## src/rtl/reset_sequencer_pkg.sv

```systemverilog
// -----------------------------------------------------------------------------
// reset_sequencer_pkg
// Shared definitions for the reset sequencer:
//   - state_e   : sequencer state encoding (IDLE=0, HOLD=1, STG1=2, STG2=3)
//   - CAUSE_*   : bit positions inside the sticky CAUSE register
//   - timer_width() : width of the stage timer for given hold/stagger lengths
// -----------------------------------------------------------------------------
package reset_sequencer_pkg;

    typedef enum logic [1:0] {
        ST_IDLE = 2'd0,
        ST_HOLD = 2'd1,
        ST_STG1 = 2'd2,
        ST_STG2 = 2'd3
    } state_e;

    localparam int CAUSE_WD = 0;
    localparam int CAUSE_SW = 1;

    // clog2(max(hold, stagger)) holds every reload value (hold-1, stagger-1);
    // clamped to one bit so a degenerate 1/1 configuration still elaborates.
    function automatic int timer_width(input int hold, input int stagger);
        int m;
        m = (hold > stagger) ? hold : stagger;
        return (m <= 1) ? 1 : $clog2(m);
    endfunction

endpackage

```

## src/rtl/reset_sequencer_if.sv

```systemverilog
// -----------------------------------------------------------------------------
// reset_sequencer_if
// Bundles the request inputs and reset/status outputs of reset_sequencer.
//   WDRST, SWRST  : level reset requests (watchdog RSTOUT, software)
//   CAUSE_CLR     : one-cycle pulse clearing the sticky cause bits
//   SYS_RST, PERIPH_RST, CPU_RST : staged active-high resets
//   BUSY          : sequencer not idle
//   CAUSE         : sticky cause {sw, wd}
//   RST_COUNT     : saturating count of reset sequences
//   STATE         : current sequencer state, for observation only
// Signalling: there is no valid/ready handshake on this bus. Requests are
// plain levels sampled on every rising clock edge; every output is a level
// that is valid after each rising edge and holds until the next one.
// -----------------------------------------------------------------------------
interface reset_sequencer_if #(
    parameter int CNT_W = 8
);
    import reset_sequencer_pkg::*;

    logic             WDRST;
    logic             SWRST;
    logic             CAUSE_CLR;
    logic             SYS_RST;
    logic             PERIPH_RST;
    logic             CPU_RST;
    logic             BUSY;
    logic [1:0]       CAUSE;
    logic [CNT_W-1:0] RST_COUNT;
    state_e           STATE;

    modport master (
        output WDRST, SWRST, CAUSE_CLR,
        input  SYS_RST, PERIPH_RST, CPU_RST, BUSY, CAUSE, RST_COUNT, STATE
    );

    modport slave (
        input  WDRST, SWRST, CAUSE_CLR,
        output SYS_RST, PERIPH_RST, CPU_RST, BUSY, CAUSE, RST_COUNT, STATE
    );

endinterface

```

## src/rtl/reset_sequencer_rst_stage_timer.sv

```systemverilog
// -----------------------------------------------------------------------------
// rst_stage_timer
// Reloadable down-counter used to time the hold and stagger phases.
//   CLK, RST    : clock, synchronous active-high reset (loads RST_VAL)
//   load_i      : load load_val_i (has priority over dec_i)
//   load_val_i  : value to load
//   dec_i       : decrement by one; holds at zero
//   zero_o      : counter is zero
// -----------------------------------------------------------------------------
module rst_stage_timer #(
    parameter int unsigned   W       = 4,
    parameter logic [W-1:0]  RST_VAL = '0
) (
    input  logic         CLK,
    input  logic         RST,
    input  logic         load_i,
    input  logic [W-1:0] load_val_i,
    input  logic         dec_i,
    output logic         zero_o
);

    logic [W-1:0] cnt_q;

    always_ff @(posedge CLK) begin
        if (RST) begin
            cnt_q <= RST_VAL;
        end else if (load_i) begin
            cnt_q <= load_val_i;
        end else if (dec_i && (cnt_q != '0)) begin
            cnt_q <= cnt_q - 1'b1;
        end
    end

    assign zero_o = (cnt_q == '0);

endmodule

```

## src/rtl/reset_sequencer.sv

```systemverilog
// -----------------------------------------------------------------------------
// reset_sequencer
// Turns any reset request (watchdog or software) into a staged reset that
// holds all outputs for HOLD_CYCLES after the last request, then releases
// SYS_RST, PERIPH_RST and CPU_RST in that order, STAGGER_CYCLES apart.
// Also keeps a sticky reset cause and a saturating reset-sequence counter.
//   CLK, RST : clock, synchronous active-high reset (runs a full sequence)
//   bus      : reset_sequencer_if.slave (requests in, resets/status out)
// -----------------------------------------------------------------------------
module reset_sequencer
    import reset_sequencer_pkg::*;
#(
    parameter int HOLD_CYCLES    = 16,
    parameter int STAGGER_CYCLES = 4,
    parameter int CNT_W          = 8
) (
    input  logic              CLK,
    input  logic              RST,
    reset_sequencer_if.slave  bus
);

    localparam int            TW      = timer_width(HOLD_CYCLES, STAGGER_CYCLES);
    localparam logic [TW-1:0] HOLD_LD = TW'(HOLD_CYCLES - 1);
    localparam logic [TW-1:0] STAG_LD = TW'(STAGGER_CYCLES - 1);

    state_e           state_q;
    logic             sys_q, periph_q, cpu_q;
    logic [1:0]       cause_q, cause_d;
    logic [CNT_W-1:0] cnt_q, cnt_d;

    logic             req;
    logic             tmr_load, tmr_dec, tmr_zero;
    logic [TW-1:0]    tmr_val;

    assign req = bus.WDRST | bus.SWRST;

    // Saturating increment, only committed on entry to HOLD.
    assign cnt_d = (cnt_q == {CNT_W{1'b1}}) ? cnt_q : cnt_q + 1'b1;

    // A set on the same edge as CAUSE_CLR wins for that bit.
    always_comb begin
        cause_d = bus.CAUSE_CLR ? 2'b00 : cause_q;
        if (bus.WDRST) cause_d[CAUSE_WD] = 1'b1;
        if (bus.SWRST) cause_d[CAUSE_SW] = 1'b1;
    end

    // Timer control: any request reloads the hold length; a phase that
    // expires loads the stagger length for the next phase.
    always_comb begin
        tmr_load = 1'b0;
        tmr_val  = HOLD_LD;
        tmr_dec  = 1'b0;
        if (req) begin
            tmr_load = 1'b1;
        end else begin
            case (state_q)
                ST_HOLD, ST_STG1: begin
                    if (tmr_zero) begin
                        tmr_load = 1'b1;
                        tmr_val  = STAG_LD;
                    end else begin
                        tmr_dec = 1'b1;
                    end
                end
                ST_STG2: tmr_dec = !tmr_zero;
                default: ;
            endcase
        end
    end

    rst_stage_timer #(
        .W       (TW),
        .RST_VAL (HOLD_LD)
    ) u_timer (
        .CLK        (CLK),
        .RST        (RST),
        .load_i     (tmr_load),
        .load_val_i (tmr_val),
        .dec_i      (tmr_dec),
        .zero_o     (tmr_zero)
    );

    always_ff @(posedge CLK) begin
        if (RST) begin
            state_q  <= ST_HOLD;
            sys_q    <= 1'b1;
            periph_q <= 1'b1;
            cpu_q    <= 1'b1;
            cause_q  <= 2'b00;
            cnt_q    <= '0;
        end else begin
            cause_q <= cause_d;
            case (state_q)
                ST_IDLE: begin
                    if (req) begin
                        state_q  <= ST_HOLD;
                        sys_q    <= 1'b1;
                        periph_q <= 1'b1;
                        cpu_q    <= 1'b1;
                        cnt_q    <= cnt_d;
                    end
                end
                ST_HOLD: begin
                    // A held request keeps reloading the timer, so HOLD lasts
                    // as long as the request plus HOLD_CYCLES.
                    if (!req && tmr_zero) begin
                        state_q <= ST_STG1;
                        sys_q   <= 1'b0;
                    end
                end
                ST_STG1: begin
                    if (req) begin
                        state_q <= ST_HOLD;
                        sys_q   <= 1'b1;
                        cnt_q   <= cnt_d;
                    end else if (tmr_zero) begin
                        state_q  <= ST_STG2;
                        periph_q <= 1'b0;
                    end
                end
                ST_STG2: begin
                    if (req) begin
                        state_q  <= ST_HOLD;
                        sys_q    <= 1'b1;
                        periph_q <= 1'b1;
                        cnt_q    <= cnt_d;
                    end else if (tmr_zero) begin
                        state_q <= ST_IDLE;
                        cpu_q   <= 1'b0;
                    end
                end
                default: state_q <= ST_IDLE;
            endcase
        end
    end

    assign bus.SYS_RST    = sys_q;
    assign bus.PERIPH_RST = periph_q;
    assign bus.CPU_RST    = cpu_q;
    assign bus.BUSY       = (state_q != ST_IDLE);
    assign bus.CAUSE      = cause_q;
    assign bus.RST_COUNT  = cnt_q;
    assign bus.STATE      = state_q;

endmodule

```

## src/flat_wrapper.sv

```systemverilog
// flat-port wrapper written by rule: the top's interface ports become plain ports
module reset_sequencer_flat import reset_sequencer_pkg::*;
#(
    parameter int HOLD_CYCLES    = 16,
    parameter int STAGGER_CYCLES = 4,
    parameter int CNT_W          = 8
)
  (CLK, RST, bus_WDRST, bus_SWRST, bus_CAUSE_CLR, bus_SYS_RST, bus_PERIPH_RST, bus_CPU_RST, bus_BUSY, bus_CAUSE, bus_RST_COUNT, bus_STATE);
  reset_sequencer_if #(.CNT_W(CNT_W)) bus_i ();
  input  logic CLK;
  input  logic RST;
  input wire logic [$bits(bus_i.WDRST)-1:0] bus_WDRST;
  input wire logic [$bits(bus_i.SWRST)-1:0] bus_SWRST;
  input wire logic [$bits(bus_i.CAUSE_CLR)-1:0] bus_CAUSE_CLR;
  output wire logic [$bits(bus_i.SYS_RST)-1:0] bus_SYS_RST;
  output wire logic [$bits(bus_i.PERIPH_RST)-1:0] bus_PERIPH_RST;
  output wire logic [$bits(bus_i.CPU_RST)-1:0] bus_CPU_RST;
  output wire logic [$bits(bus_i.BUSY)-1:0] bus_BUSY;
  output wire logic [$bits(bus_i.CAUSE)-1:0] bus_CAUSE;
  output wire logic [$bits(bus_i.RST_COUNT)-1:0] bus_RST_COUNT;
  output wire logic [$bits(bus_i.STATE)-1:0] bus_STATE;
  assign bus_i.WDRST = bus_WDRST;
  assign bus_i.SWRST = bus_SWRST;
  assign bus_i.CAUSE_CLR = bus_CAUSE_CLR;
  assign bus_SYS_RST = bus_i.SYS_RST;
  assign bus_PERIPH_RST = bus_i.PERIPH_RST;
  assign bus_CPU_RST = bus_i.CPU_RST;
  assign bus_BUSY = bus_i.BUSY;
  assign bus_CAUSE = bus_i.CAUSE;
  assign bus_RST_COUNT = bus_i.RST_COUNT;
  assign bus_STATE = bus_i.STATE;
  reset_sequencer #(.HOLD_CYCLES(HOLD_CYCLES), .STAGGER_CYCLES(STAGGER_CYCLES), .CNT_W(CNT_W)) u_core (.CLK(CLK), .RST(RST), .bus(bus_i));
endmodule
```

## config.mk

```make
export PLATFORM = sky130hd
export DESIGN_NAME = reset_sequencer_flat
export DESIGN_NICKNAME = d
export VERILOG_FILES = /design/src/rtl/reset_sequencer_pkg.sv /design/src/rtl/reset_sequencer_if.sv /design/src/rtl/reset_sequencer_rst_stage_timer.sv /design/src/rtl/reset_sequencer.sv /design/src/flat_wrapper.sv
export SDC_FILE = /design/constraint.sdc
export NUM_CORES = 1
export LEC_CHECK = 0
export ABC_AREA = 0
export ABC_CLOCK_PERIOD_IN_PS = 1800
export CAP_MARGIN = 30
export CELL_PAD_IN_SITES_DETAIL_PLACEMENT = 0
export CELL_PAD_IN_SITES_GLOBAL_PLACEMENT = 2
export CORE_MARGIN = 2
export CORE_UTILIZATION = 26
export DETAILED_ROUTE_END_ITERATION = 10
export PLACE_DENSITY_LB_ADDON = 0.12
export SLEW_MARGIN = 20
export SYNTH_ARGS = -nofsm -noshare
export SYNTH_HDL_FRONTEND = slang
export SYNTH_SLANG_ARGS = --single-unit
```

## constraint.sdc

```tcl
create_clock -name CLK -period 1.8 [get_ports CLK]
set_clock_uncertainty 0.2 [all_clocks]
set_input_delay 0.36 -clock CLK [delete_from_list [all_inputs] [get_ports CLK]]
set_output_delay 0.36 -clock CLK [all_outputs]
set_load 0.01 [all_outputs]
```

# After elaboration in Yosys (flattened, before gate mapping)
# Index checks and enable logic that the tools add are counted.
[totals]
elab_cells = 75
out_inout_bits = 16
in_bits = 5
regBits = 19
[classes]
n_addsub = 2
bitwise = 2
reduce_logical = 21
eq_ne = 14
n_mux = 28
[ops]
columns = ["operator", "count"]
rows = [
  ["two-way mux 4 bit", 5],
  ["two-way mux 2 bit", 7],
  ["inequality test 2 x 1 -> 1 bit (second input constant)", 6],
  ["AND reduction 4 bit", 3],
  ["nonzero test 2 bit", 6],
  ["two-way mux 1 bit", 11],
  ["adder 8 x 1 -> 8 bit (second input constant)", 1],
  ["equality test 8 bit (second input constant)", 1],
  ["one-hot mux 1 bit (2 select lines)", 4],
  ["one-hot mux 2 bit (4 select lines)", 1],
  ["inequality test 3 x 1 -> 1 bit (second input constant)", 2],
  ["equality test 2 bit (second input constant)", 2],
  ["zero test 4 bit", 1],
  ["inequality test 2 bit (second input constant)", 2],
  ["nonzero test 4 bit", 1],
  ["OR reduction 2 bit", 2],
  ["subtractor 4 x 1 -> 4 bit (second input constant)", 1],
  ["AND reduction 3 bit", 1],
  ["OR reduction 3 bit", 1],
  ["equality test 2 x 1 -> 1 bit (second input constant)", 1],
  ["logical AND 1 bit", 2],
  ["zero test 1 bit", 2],
  ["zero test 2 bit", 1],
  ["AND reduction 2 bit", 1],
  ["2 further kinds", 2],
]

# Logic depth before layout (Yosys ltp)
[depth]
depth_word = 7
mapped_depth = 7

# Hierarchy
# Synthesis repeated with hierarchy kept, for this count alone.
[unflattened]
cells_unflattened = 128
area_unflattened_um2 = 1129.8
[modules_own_cells]
columns = ["module", "seq_area_each_um2", "instances", "area_each_um2", "cells_per_inst"]
rows = [
  ["reset_sequencer", 300.3, 1, 865.8, 100],
  ["rst_stage_timer", 80.1, 1, 264.0, 28],
]

# Worst setup path after synthesis
# No wires, ideal clock.
[synth_timing]
kind = "register to register"
start = "register u_core.state_q[0], in the netlist u_core.bus.STATE[0]"
end = "register u_core.state_q[0], in the netlist u_core.bus.STATE[0]"
setup_ns = 0.122
path_buffers = 0
t_required_ns = 1.478
path_slack_ns = -0.280
synth_period_minus_slack_ns = 2.080
path_stages_with_launch = 7
arrival_ns = 1.758
path_cell_list = "dfxtp_1 inv_1 ha_1 or3_1 a21oi_2 o21ai_1 a221o_1"
[synth_via]
elab_chain_len = 3
[synth_rtl]
columns = ["item", "line_no", "rtl"]
rows = [
  ["from (decl)", "reset_sequencer.sv:26", "state_e state_q;"],
  ["from (signal assigned)", "reset_sequencer.sv:85", "state_q <= ST_HOLD;"],
  ["from (signal assigned)", "reset_sequencer.sv:96", "state_q <= ST_HOLD;"],
  ["from (signal assigned)", "reset_sequencer.sv:107", "state_q <= ST_STG1;"],
  ["equality test 2 bit, or another cell as far along", "reset_sequencer.sv:93", "case (state_q)"],
  ["inequality test 3 x 1 -> 1 bit (no source line) or inequality test 2 x 1 -> 1 bit (tied branches)", "--", ""],
  ["AND reduction 4 bit (no source line)", "--", ""],
]
# Parallel ways exist; a longest one is shown, timed or not.
# A chain may end at the register's enable or synchronous reset.

# Worst setup path in the final report
# Same ends and word-level chain as after synthesis.

==> run_results.csv <==
group,metric,value,unit
die,total_die_area,4320,um^2
global_route,grt_max_degree,12,
flow_run,cap_viol_max_count,0,
clock_tree,clkLatencyLatePin,0.26,ns
clock_tree,ctsHtreeMaxLevel,1,
die,coreArea,3660,um^2
die,initial_utilization,0.271,
sta,post_layout_minimum_cycle_time,1.89,ns
die,chipWidth,65.7,um
clock_tree,cts_tree,"yes",
final_layout,finish.cell_count_without_fillers,207,
synth,share_of_synthesized_area_occupied_by_flip_flops_and_latches,0.384,
critical_path,critical_path.startpoint_type,"flip-flop",
final_layout,layout.core_utilization,0.428,
sta,timing.final.hold_violations,0,
critical_path,critical_path_peak_fanout,3,
routing,routed_via_density,4.63,
die,chipHeight,65.7,um
global_route,globalRouteTotalUtil,0.130,
final_layout,final_common_cell,"sky130_fd_sc_hd__buf_4",
critical_path,worstSetupPathType,"flip-flop to flip-flop",
die,placement_rows,22,
synth,post_synth.cell_area_avg,8.77,um^2
worst_hold_path,hp-class,"flip-flop to flip-flop",
routing,routed_wirelength,2.55,mm
critical_path,cpPeakStageDelay,0.39,ns
final_layout,final_cell_mix,"23 x sky130_fd_sc_hd__buf_4, 14 x sky130_fd_sc_hd__dfxtp_1, 13 x sky130_fd_sc_hd__clkdlybuf4s50_1",
routing,antenna_left,0,
place,globalplace.congestion,0.726,
global_route,initial_antenna_violation_count,0,
synth,number_of_flops_mapped_to_enable_cells_by_yosys,0,
synth,area_of_the_mapped_netlist,991,um^2
place,placed_cells,200,
final_layout,areaGrowthSynthToFinish,58.1,%
final_layout,insertedDiodeCount,0,
synth,post_synth_num_cell_types,38,
critical_path,cp_top_family,"compound AO/OA/AOI/OAI gates",
global_route,first_global_vias,964,
critical_path,data_required_time_at_the_worst_endpoint,1.75,ns
sta,fmax,530,MHz
final_layout,fill_cells,392,
sta,hold_ws,0.295,ns
power_and_ir_drop,cellLeakagePower,0.704,nW
synth,ys.flop_type,"sky130_fd_sc_hd__dfxtp_1",
power_and_ir_drop,cellPowerDensity,940,nW/um^2
routing,route.detailed.wl_per_inst,12.3,um
synth,syn-num-nets,124,
final_layout,post_route_cells_drive_above_1_share,0.340,
sta,worst-slew-pin-transition,0.315,ns
die,design.portCount,21,
sta,timing_max_transition_violations_final,0,
synth,synthesis.instances,113,
outcome,failed_checks,"setup timing",
clock_tree,cts_root_buffer,"sky130_fd_sc_hd__clkbuf_8",
global_route,grt_first_pass_wirelength,4.33,mm
outcome,run_status,"complete, but fails checks",
clock_tree,numCtsBuffers,3,
final_layout,final_net_count,171,
place,placed_cell_area,1430,um^2
final_layout,finish.instance_area,1570,um^2
routing,router_iterations_before_antenna_repair,4,
critical_path,critPathCaptureType,"flip-flop",
place,detailedPlacementHpwl,1.94,mm
place,place.port_buffers,20,
routing,drc_violation_total_after_the_first_tritonroute_iteration,25,
critical_path,timing.critical_path.arrival,1.83,ns
synth,postSynthRegisterBits,19,
sta,post_route_worst_setup_slack,-0.0862,ns
global_route,grt_remaining_overflow,0,
critical_path,worst-path-buf-inv,2,
final_layout,multi_input_area,643,um^2
critical_path,path_cells,"inv_4 -> ha_4 -> or3_4 -> a21oi_4 -> buf_6 -> o21ai_2 -> a221o_1",
power_and_ir_drop,finalPower,1.47,mW
sta,setup_violations,2,
routing,vias,959,
sta,rsz0062_at_grt,"true",
synth,yosys_warnings,0,
clock_tree,cts-root-to-sink-buffers,2,
final_layout,seqCellArea,392,um^2
power_and_ir_drop,irDropWorstVdd,0.463,mV
clock_tree,cts.reportedPaths.clkPinSlew,0.08,ns
critical_path,crit_slowest_cell,"sky130_fd_sc_hd__or3_4",
sta,slew-limit-headroom,0.789,
clock_tree,tritoncts_num_sinks,19,
routing,drt_drc_violations_left,0,
synth,synthArstFlopShare,0,
sta,finalCritPeriodShare,1.05,
routing by layer:
layer | vias to the layer above | wire length (um) | track usage
li1 | 502 | - | -
met4 | 0 | 0 | 0.0417
met5 | - | 0 | 0
met1 | 443 | 1310 | 0.171
met2 | 14 | 1180 | 0.203
met3 | 0 | 69 | 0.0377
worst min-delay path, cell delays in order, from the launching register on:
cell and delay (ns):
sky130_fd_sc_hd__dfxtp_1 0.33, sky130_fd_sc_hd__a21oi_1 0.06, sky130_fd_sc_hd__nor2_1 0.07
worst paths after layout:
check | start | end | slack [ns] | cells past startpoint
setup / recovery | u_core.bus.STATE[0] | u_core.bus.STATE[0] | -0.09 | 7
hold reg to reg | u_core.bus.CAUSE[0] | u_core.bus.CAUSE[0] | 0.29 | 2
hold / removal | u_core.bus.CAUSE[0] | u_core.bus.CAUSE[0] | 0.29 | 2
setup reg to reg | u_core.bus.STATE[0] | u_core.bus.STATE[0] | -0.09 | 7
area by class of cell:
cell class,instances,area share
Tap cell,48,0.0383
Sequential cell,19,0.250
Timing Repair Buffer,45,0.249
Multi-Input combinational cell,83,0.411
Inverter,8,0.0224
Clock inverter,1,0.00319
Clock buffer,3,0.0264
synthesized netlist by cell type, types with 2 or more instances:
cell type | number | area [um^2]
sky130_fd_sc_hd__dfxtp_1 | 19 | 380
sky130_fd_sc_hd__nor2_1 | 9 | 33.8
sky130_fd_sc_hd__inv_1 | 8 | 30.0
sky130_fd_sc_hd__a21oi_1 | 7 | 35.0
sky130_fd_sc_hd__ha_1 | 6 | 75.1
sky130_fd_sc_hd__nand2_1 | 6 | 22.5
sky130_fd_sc_hd__nand3_1 | 6 | 30.0
sky130_fd_sc_hd__and3_1 | 4 | 25.0
sky130_fd_sc_hd__o21ai_1 | 4 | 20.0
sky130_fd_sc_hd__xor2_1 | 4 | 35.0
sky130_fd_sc_hd__nand4_1 | 3 | 18.8
sky130_fd_sc_hd__nor3_1 | 3 | 15.0
sky130_fd_sc_hd__a211oi_1 | 2 | 15.0
sky130_fd_sc_hd__clkbuf_1 | 2 | 7.51
sky130_fd_sc_hd__mux2i_1 | 2 | 20.0
sky130_fd_sc_hd__o211ai_1 | 2 | 15.0
sky130_fd_sc_hd__o21ai_0 | 2 | 10.0
sky130_fd_sc_hd__o21ba_2 | 2 | 20.0
sky130_fd_sc_hd__o311ai_0 | 2 | 17.5
sky130_fd_sc_hd__or2_1 | 2 | 12.5
power by group:
group	internal [mW]	total [mW]	switching, mW	leakage, nW
clock	0.154	0.295	0.142	0.0255
sequential	0.460	0.492	0.0327	0.157
combinational	0.378	0.685	0.306	0.522
total	0.992	1.47	0.481	0.704
repair_timing:
action / CTS / global route
endpoints found under the hold margin: 0 / 0
pin swaps: 3 / 3
endpoints found under the setup margin: 13 / 12
cloned: 0 / 0
resized for setup: 19 / 9
hold buffers: 0 / 0
setup buffers: 2 / 1
logic make-up after synthesis:
group                    after synthesis  share of synthesized area
AO/OA/AOI/OAI                         29                      0.205
XOR/XNOR                               4                     0.0353
adder cells (fa/ha/maj)                6                     0.0758
buffers and inverters                 11                     0.0429
flip-flops                            19                      0.384
multiplexers                           2                     0.0202
AND/OR/NAND/NOR                       42                      0.237
registers in the layout (all words and copies together), names as in the netlist:
| name | count |
|---|---|
| u_core.bus.STATE | 2 |
| u_core.u_timer.cnt_q | 4 |
| u_core.bus.SYS_RST | 1 |
| u_core.bus.CPU_RST | 1 |
| u_core.bus.RST_COUNT | 8 |
| u_core.bus.CAUSE | 2 |
| u_core.bus.PERIPH_RST | 1 |
metrics by stage:
step           setup TNS, ns  setup slack [ns]
5_1_grt               -0.198            -0.140
6_report             -0.0964           -0.0862
4_1_cts               -0.213            -0.128
3_5_place_dp           -1.69            -0.311
3_3_place_gp           -1.49            -0.256
2_1_floorplan        -0.0141           -0.0141
(Power assumes the default switching activity.)
